$ cat config.mk
export PLATFORM = sky130hd
export DESIGN_NAME = button_command_decoder
export DESIGN_NICKNAME = d
export VERILOG_FILES = /design/src/rtl/button_command_decoder.sv
export SDC_FILE = /design/constraint.sdc
export NUM_CORES = 1
export LEC_CHECK = 0
export CAP_MARGIN = 20
export CORE_MARGIN = 3
export CORE_UTILIZATION = 40
export DETAILED_ROUTE_END_ITERATION = 8
export RECOVER_POWER = 25
export SYNTH_ARGS = -nofsm -noshare
export SYNTH_HDL_FRONTEND = slang
export SYNTH_SLANG_ARGS = --single-unit
$ cat constraint.sdc
create_clock -name clk -period 2.78 [get_ports clk]
set_clock_uncertainty 0.2 [all_clocks]
set_input_delay 0.278 -clock clk [delete_from_list [all_inputs] [get_ports clk]]
set_output_delay 0.278 -clock clk [all_outputs]
set_load 0.01 [all_outputs]
$ cat src/rtl/button_command_decoder.sv
// Turns per-frame NES button codes into one-cycle Tetris commands.
// Left/Right auto-repeat with DAS then ARR, Down repeats at DROP rate, others fire once.
module button_command_decoder #(
    parameter int DAS_FRAMES  = 16,
    parameter int ARR_FRAMES  = 6,
    parameter int DROP_FRAMES = 2,
    parameter int CNT_W       = 5
) (
    input  logic       clk,
    input  logic       reset,
    input  logic       enable,
    input  logic       button_valid,
    input  logic [3:0] button_code,
    output logic       cmd_valid,
    output logic [2:0] cmd,
    output logic [3:0] held_code
);

    typedef enum logic [2:0] {IDLE, DAS, ARR, DROP, HOLD} state_t;

    localparam logic [CNT_W-1:0] DAS_C  = CNT_W'(DAS_FRAMES);
    localparam logic [CNT_W-1:0] ARR_C  = CNT_W'(ARR_FRAMES);
    localparam logic [CNT_W-1:0] DROP_C = CNT_W'(DROP_FRAMES);

    state_t           state_q, state_d;
    logic [3:0]       held_code_q, held_code_d;
    logic [CNT_W-1:0] cnt_q, cnt_d;
    logic             cmd_valid_q, cmd_valid_d;
    logic [2:0]       cmd_q, cmd_d;

    logic             fire;
    logic [3:0]       code;
    logic [CNT_W-1:0] cnt_inc;

    function automatic logic [2:0] map_cmd(input logic [3:0] c);
        case (c)
            4'd1:    map_cmd = 3'd4;
            4'd2:    map_cmd = 3'd5;
            4'd3:    map_cmd = 3'd7;
            4'd4:    map_cmd = 3'd6;
            4'd5:    map_cmd = 3'd3;
            4'd6:    map_cmd = 3'd2;
            4'd8:    map_cmd = 3'd1;
            default: map_cmd = 3'd0;
        endcase
    endfunction

    always_ff @(posedge clk) begin
        if (reset) begin
            state_q     <= IDLE;
            held_code_q <= '0;
            cnt_q       <= '0;
            cmd_valid_q <= 1'b0;
            cmd_q       <= '0;
        end else begin
            state_q     <= state_d;
            held_code_q <= held_code_d;
            cnt_q       <= cnt_d;
            cmd_valid_q <= cmd_valid_d;
            cmd_q       <= cmd_d;
        end
    end

    // Illegal codes 9..15 behave exactly like "no button".
    assign code    = (button_code > 4'd8) ? 4'd0 : button_code;
    assign cnt_inc = cnt_q + 1'b1;

    always_comb begin
        state_d     = state_q;
        held_code_d = held_code_q;
        cnt_d       = cnt_q;
        fire        = 1'b0;
        if (!enable) begin
            state_d     = IDLE;
            held_code_d = '0;
            cnt_d       = '0;
        end else if (button_valid) begin
            if (code == 4'd0) begin
                state_d     = IDLE;
                held_code_d = '0;
                cnt_d       = '0;
            end else if (code != held_code_q) begin
                fire        = 1'b1;
                held_code_d = code;
                cnt_d       = '0;
                case (code)
                    4'd7, 4'd8: state_d = DAS;
                    4'd6:       state_d = DROP;
                    default:    state_d = HOLD;
                endcase
            end else begin
                case (state_q)
                    DAS: begin
                        cnt_d = cnt_inc;
                        if (cnt_inc == DAS_C) begin
                            fire    = 1'b1;
                            cnt_d   = '0;
                            state_d = ARR;
                        end
                    end
                    ARR, DROP: begin
                        cnt_d = cnt_inc;
                        if (cnt_inc == ((state_q == ARR) ? ARR_C : DROP_C)) begin
                            fire  = 1'b1;
                            cnt_d = '0;
                        end
                    end
                    default: ;
                endcase
            end
        end
    end

    // Every fire emits the command for the code being tracked after this frame.
    always_comb begin
        cmd_valid_d = fire;
        cmd_d       = cmd_q;
        if (!enable)
            cmd_d = '0;
        else if (fire)
            cmd_d = map_cmd(held_code_d);
    end

    assign cmd_valid = cmd_valid_q;
    assign cmd       = cmd_q;
    assign held_code = held_code_q;

endmodule

==> out/summary.txt <==
# diodes = 0
die area = 3650 um2
# resized after CTS = 0
Synth Area in Adders = 0.0211
maxcap violations = 0
Critical Path Start Type = input pin
Post-DP Area = 1350 um2
Hold-fix buffers, CTS = 0
Post-route DRC = 0
IO Pins = 16
CP Max Fanout = 13
row count = 19
RSZ-0062 raised after global routing = false
Rel. slew slack = 0.663
Final GP Congestion = 0.886
Finished Cell Area = 1380 um2
shortest period the worst path allows = 2.36 ns
first-pass GRT wire length = 4.53 mm
worst hold path type = reg2reg
Post-Syn Area per Cell = 8.58 um2
ranking of synthesized cells by area = dfxtp_1 (27%), xnor2_1 (5.2%), a21oi_1 (3.8%)
1st-iter DRT viols = 37
largest family of logic cells by synthesized area = simple AND/OR/NAND/NOR gates
Compound-Gate Fraction of Synth Area = 0.232
share of layout cells above drive strength 1 = 0.136
Slew @ Worst Pin = 0.504 ns
H-tree levels = 1
CTS tree = done
syn nets = 148
clock root buffer master = clkbuf_4
Via Count = 1079
pwr dens = 341 nW/um2
worst vdd ir = 337 uV
die height = 60.4 um
clock latency at the later pin of the worst-skew pair = 0.30 ns
synth cell count leaders = dfxtp_1 (16), nand2_1 (12), nor2_1 (10), a21oi_1 (9)
Setup CP Type = in2reg
Seq cells post-synth = 16
setup slack, reg-to-reg = 0.51 ns
Synth Cell Area = 1180 um2
Layout area overhead = 16.8%
Synth Area in XOR/XNOR = 0.0592
post-synthesis mux area share = 0.0275
P_leak = 0.497 nW
overall die width = 60.4 um
count leader, synth = dfxtp_1
Nets = 165
GRT overflow = 0
Post-synth EDFFs = 0
Slowest Stage Delay on Critical Path = 0.73 ns
Core Area = 2780 um2
clock sink count = 16
largest net degree at the start of global routing = 17
post-route setup TNS = 0 ns
slowest stage cell, crit path = clkdlybuf4s50_1
status = finished, final reports clean
Synth Flop Type = dfxtp_1
Tcrit/Tclk final = 0.850
Avg WL per Cell = 14.0 um
sequential share of the synthesized area = 0.271
total CTS buffers = 3
Post-CTS Setup Bufs = 0
initial core utilization = 0.426
CP endpoint kind = flop
area leader, netlist = dfxtp_1
Cell variety after synth = 49
Critical Path, Cell by Cell = clkdlybuf4s50_1 -> nor4b_4 -> a32oi_1 -> a32o_1 -> o311a_4 -> nand4_1 -> o21ai_1
antenna-violating nets left = 0
GRT Total Usage = 0.166
Final setup viols = 0
Routed WL = 2.59 mm
asr flop ratio synth = 0
Yosys warnings = 0
Worst EP required = 2.77 ns
Yosys top cell area share = 0.271
Via density = 5.83
cell count after synthesis = 138
# port buffers = 15
Clock Pin Slew Worst Setup and Hold Paths = 0.09 ns
HPWL Detailed = 1.93 mm
drt pass-1 iters = 4
Clock Path Buffers = 2
achievable frequency = 423 MHz
final hold violations = 0
final max-slew violation count = 0
initial antenna violation count = 0
Post-Synth Simple-Gate Area = 0.342
vias in the first global route = 1012
critical path arrival = 2.35 ns
layer usage:
layer  global-route usage  up-vias  part of all wire
met5                    0        -                 0
met2                0.248       20              0.46
met3               0.0574        6             0.049
met1                0.216      511              0.48
li1                     -      542                 -
met4               0.0696        0             0.014
layout make-up:
type,count,area (um2)
fillers,275,1400
well taps,31,38.8
flip-flops and latches,16,320
inverters,3,11.3
repair buffers,18,169
clock buffers,4,36.3
multi-input cells,113,807
critical path, delay by kind of cell:
| kind | cells | cell delay (ns) |
|---|---|---|
| compound gates | 4 | 0.90 |
| buf+inv | 1 | 0.73 |
| simple gates | 2 | 0.43 |
sequential cells by signal, indices dropped and copies added, names as in the netlist:
register and count:
held_code 4, cnt_q 5, state_q 3, cmd 3, cmd_valid 1
metrics by stage:
stage	power, mW	util	worst slack [ns]	hold WS (ns)	cells
after global routing	0.495	0.497	0.301	0.300	185
after floorplan	0.288	-	0.655	0.150	138
after CTS	0.479	0.498	0.437	0.270	185
final	0.472	0.497	0.416	0.261	185
after detailed placement	0.316	0.485	0.118	0.245	181
after global placement	0.316	0.485	0.214	0.242	181
logic make-up after synthesis:
kind of cell	after synthesis
and+or+nand+nor	63
AOI/OAI and AO/OA	37
muxes	3
DFF	16
xor gates and xnor gates	8
adders and majority gates	2
buffers and inverters	9
final timing paths:
kind                    to            from  depth (start not counted)
hold reg to reg     cmd[1]          cmd[1]                          2
hold / removal      cmd[1]          cmd[1]                          2
setup / recovery    cmd[2]  button_code[3]                          7
setup reg to reg  cnt_q[1]        cnt_q[0]                          7
power breakdown:
part	total [mW]	switching, mW	internal (mW)	leakage (nW)
Clock	0.161	0.0813	0.0799	0.0210
Combinational	0.0754	0.0398	0.0356	0.347
Sequential	0.235	0.00307	0.232	0.129
cell usage in the layout, fill, tap and decap left out, types with 2 or more instances in the layout:
master,instances
o21ai_0,7
buf_4,2
o221a_2,2
a32oi_1,2
and3b_1,4
nor3_1,3
dfxtp_1,16
clkdlybuf4s50_1,10
nand3_1,4
nand2_1,12
inv_1,3
and2_1,2
a21bo_2,2
a31oi_1,2
mux2_2,2
a21oi_1,9
nor3b_1,3
ha_1,2
dlygate4sd3_1,5
clkbuf_4,3
o21ai_1,2
xnor2_1,7
nand2b_1,4
nand4b_1,3
or3b_1,2
nor2b_1,5
nor2_1,10
and2b_1,2
(Power assumes the default switching activity.)
